## src/rtl/craft_enc_ctrl.sv

```systemverilog
// CRAFT round sequencer: owns the 64-bit cipher state and steps the round index,
// the round-constant enable and the last-round flag around an external datapath.
module craft_enc_ctrl #(
  parameter int ROUNDS = 32,
  parameter int RIDX_W = 8
) (
  input  logic              clk,
  input  logic              rst,
  input  logic              start,
  input  logic [63:0]       pt,
  output logic              ready,
  output logic              busy,
  output logic              done,
  output logic [63:0]       ct,
  output logic [RIDX_W-1:0] r,
  output logic              rc_init,
  output logic              rc_ce,
  output logic              last_round,
  output logic [63:0]       dp_state,
  input  logic [63:0]       dp_next
);

  typedef enum logic [1:0] {IDLE, RUN, DONE} fsm_t;

  localparam logic [RIDX_W-1:0] R_LAST = RIDX_W'(ROUNDS - 1);
  localparam logic [RIDX_W-1:0] R_ONE  = RIDX_W'(1);

  fsm_t        fsm;
  logic [63:0] st;

  // Status outputs are flops loaded with the decode of the next state, so they
  // never glitch and always agree with fsm/r in the same cycle.
  always_ff @(posedge clk or posedge rst) begin
    if (rst) begin
      fsm        <= IDLE;
      st         <= '0;
      ct         <= '0;
      r          <= '0;
      ready      <= 1'b1;
      busy       <= 1'b0;
      done       <= 1'b0;
      rc_ce      <= 1'b0;
      last_round <= 1'b0;
    end else begin
      case (fsm)
        IDLE: begin
          if (start) begin
            fsm        <= RUN;
            st         <= pt;
            r          <= '0;
            ready      <= 1'b0;
            busy       <= 1'b1;
            rc_ce      <= 1'b1;
            last_round <= 1'b0;
          end
        end
        RUN: begin
          st <= dp_next;
          if (r == R_LAST) begin
            fsm        <= DONE;
            ct         <= dp_next;
            r          <= '0;
            done       <= 1'b1;
            rc_ce      <= 1'b0;
            last_round <= 1'b0;
          end else begin
            r          <= r + R_ONE;
            last_round <= ((r + R_ONE) == R_LAST);
          end
        end
        DONE: begin
          fsm   <= IDLE;
          done  <= 1'b0;
          busy  <= 1'b0;
          ready <= 1'b1;
        end
        default: begin
          fsm        <= IDLE;
          r          <= '0;
          ready      <= 1'b1;
          busy       <= 1'b0;
          done       <= 1'b0;
          rc_ce      <= 1'b0;
          last_round <= 1'b0;
        end
      endcase
    end
  end

  // Re-seed the constant generator on the same edge that accepts the block.
  assign rc_init  = ready & start;
  assign dp_state = st;

endmodule

```

## config.mk

```make
export PLATFORM = sky130hd
export DESIGN_NAME = craft_enc_ctrl
export DESIGN_NICKNAME = d
export VERILOG_FILES = /design/src/rtl/craft_enc_ctrl.sv
export SDC_FILE = /design/constraint.sdc
export NUM_CORES = 1
export LEC_CHECK = 0
export CAP_MARGIN = 20
export CORE_ASPECT_RATIO = 0.9
export CORE_MARGIN = 10
export CORE_UTILIZATION = 39
export CTS_CLUSTER_SIZE = 30
export DETAILED_ROUTE_END_ITERATION = 12
export PLACE_DENSITY_LB_ADDON = 0.12
export SLEW_MARGIN = 30
export SYNTH_ARGS = -nofsm -noshare
export SYNTH_HDL_FRONTEND = slang
export SYNTH_SLANG_ARGS = --single-unit
```

## constraint.sdc

```tcl
create_clock -name clk -period 5.19 [get_ports clk]
set_input_delay 1.2975 -clock clk [delete_from_list [all_inputs] [get_ports clk]]
set_output_delay 1.2975 -clock clk [all_outputs]
set_load 0.02 [all_outputs]
```

==> results_dict.tcl <==
set metrics [dict create \
    outcome "finished, final reports clean" \
    drive_gt1_share_pct 13.9 \
    relSlewSlack_pct 49.4 \
    die_area_sq_um 22000 \
    htreeDepth 4 \
    drc 0 \
    met3WireLength_mm 2.16 \
    clkPwrFrac_pct 46.2 \
    clk_pin_slew_ps 60 \
    cts_resized 0 \
    grt-ovfl-total 0 \
    antenna_found_initial 0 \
    comb_power_share_pct 12.9 \
    min_from "dp_state[29]" \
    p_sw_share_pct 23.2 \
    drtIter0Drc 208 \
    wl_per_cell_um 20.4 \
    rsz0062_at_grt "false" \
    num_rows 44 \
    avgSynthCellArea_sq_um 12.0 \
    power_density_nw_per_um2 293 \
    hold_buffers 0 \
    hold_path.class "flip-flop to flip-flop" \
    vias 5055 \
    postCtsSetupRepairBufs 0 \
    synthCells 538 \
    end_kind "output port" \
    netlist_area_sq_um 6430 \
    ant_nets 0 \
    io_pins 273 \
    seq_area_sq_um 3580 \
    max_freq_mhz 264 \
    vias_per_cell 4.97 \
    p_leak_nw 4.35 \
    seq_power_share_pct 40.8 \
    yosysUniqueCellTypes 37 \
    slew_violations 0 \
    cts-root-buf "clkbuf_16" \
    cts_buffers 17 \
    synth-seq-cells 143 \
    worst_pin_slew_ps 760 \
    finalSetupTns_ps 0 \
    clockBufferDepth 2 \
    met2_length_mm 9.68 \
    clkSinkCount 143 \
    critical_path_class "input pin to output port" \
    firstDrtPassIters 4 \
    multi_input_area_sq_um 2670 \
    design.core.area_sq_um 16200 \
    grtUsageTotal_pct 18.6 \
    n_antenna_cell 0 \
    cts_tree "yes" \
    synthToLayoutAreaGrowth_pct 55.0 \
    p_int_mw 2.25 \
    rr_startpoint "r[0]" \
    p_switching_mw 0.678 \
    routed_wl_mm 20.8 \
    finalSetupViolations 0 \
    final_common_cell "clkdlybuf4s50_1" \
    grt_pass1_wl_mm 32.5 \
    start_util_pct 39.7 \
    design_area_sq_um 9970 \
    dieWidth_um 155 \
    ys_seq_area_share_pct 55.6 \
    syn_nets 671 \
    cp_data_arrival_time_ps 2490 \
    post_dp_cell_area_sq_um 9300 \
    cp-start-kind "input pin" \
    fill_cells 1284 \
    period_minus_slack_ps 3780 \
    drv_cap 0 \
    yosysWarningCount 0 \
    post-dp-hpwl_mm 15.0 \
    fin_worst_skew_ps 10.6 \
    fp.dieH_um 142 \
    clkLatencyLatePin_ps 430 \
    crit_required_ps 3890 \
    hold_viol 0 \
    fin_crit_sh_pct 72.9 \
    crit_fanout 2 \
    drt-met1-wl_mm 8.74 \
    final_cell_mix "clkdlybuf4s50_1, dfrtp_1, nand2_1" \
    grt_pass1_vias 5521 \
    top_layer_used "met4" \
    grt_max_degree 110 \
    layout.nets 931 \
    port_buffers 272 \
    gp_congestion 0.839 \
    crit_start "start" \
    peakVddDrop_mv 0.219 \
    r2r_slack_ps 2540 \
]
==> cell type report <==
type                       count  area share [%]
timing repair buffer         280            27.9
clock buffer                  19            4.44
tap                          207            2.60
multi-input combinational    351            26.8
clock inverter                13            2.12
sequential                   143            35.9
inverter                       5           0.263
==> per-stage QoR <==
| stage | hold slack, ps | worst slack [ps] | std cells | power (mW) | utilization, % |
|---|---|---|---|---|---|
| floorplan | 549 | 56.2 | 538 | 1.35 | - |
| global placement | 461 | 1380 | 986 | 1.59 | 57.5 |
| detailed placement | 470 | 1410 | 986 | 1.60 | 57.5 |
| CTS | 483 | 1400 | 1018 | 2.96 | 61.5 |
| global route | 499 | 1340 | 1018 | 3.03 | 61.6 |
| finish | 478 | 1410 | 1018 | 2.93 | 61.6 |
==> flip-flops by register name, indices dropped and copies added, names as in the netlist <==
name	cells
r	8
fsm	2
dp_state	64
ready	1
rc_ce	1
last_round	1
done	1
ct	64
busy	1
==> cells in the mapped netlist, drive strengths merged <==
cell type	instances	area, sq um
xnor2	2	17.5
nand4	1	12.5
xor2	2	17.5
o31ai	1	7.51
nand2b	2	12.5
nand2	73	274
and2	3	18.8
and4	2	17.5
inv	5	18.8
buf	16	115
nor2b	3	18.8
a21oi	39	195
dfstp	1	26.3
o21bai	1	7.51
nor4	1	21.3
o22ai	1	6.26
and3	1	6.26
o41ai	1	16.3
mux2i	29	290
ha	2	25.0
a2111oi	1	8.76
o32ai	1	8.76
nand3	3	15.0
nor3b	1	7.51
a21o	3	22.5
clkbuf	23	86.3
nor2	4	15.0
nor3	1	5.00
o21ai	73	365
dfrtp	142	3550
mux2	64	905
a32o	1	10.0
and3b	35	307
==> worst max-delay path: stages <==
cell             delay [ps]
clkdlybuf4s50_1         460
and2_1                  120
clkdlybuf4s50_1         600
==> power groups by stage <==
stage / Sequential (mW) / Clock (mW) / Combinational [mW]
floorplan: 1.28 / 0 / 0.0749
global placement: 1.21 / 0 / 0.378
detailed placement: 1.21 / 0 / 0.382
CTS: 1.19 / 1.38 / 0.384
global route: 1.20 / 1.43 / 0.404
finish: 1.19 / 1.35 / 0.378
==> cells by family after synthesis <==
group | after synthesis | share of synthesized area [%]
mux | 93 | 18.6
xor+xnor | 4 | 0.545
buf+inv | 44 | 3.42
compound gates | 122 | 10.1
simple gates | 130 | 11.4
fa+ha+maj | 2 | 0.389
flops | 143 | 55.6
==> final timing paths <==
check / endpoint / cells past startpoint
setup / recovery: rc_init / 3
hold / removal: dp_state[29] / 2
setup reg to reg: ct[36] / 6
hold reg to reg: dp_state[29] / 2
max in group asynchronous: dp_state[39] / 3
min in group asynchronous: dp_state[7] / 2
==> routing by layer <==
metal,vias up,global-route usage (%)
li1,2403,-
met5,-,0
met4,0,4.68
met2,189,29.2
met1,2448,22.4
met3,15,9.16
(Power assumes the default switching activity.)
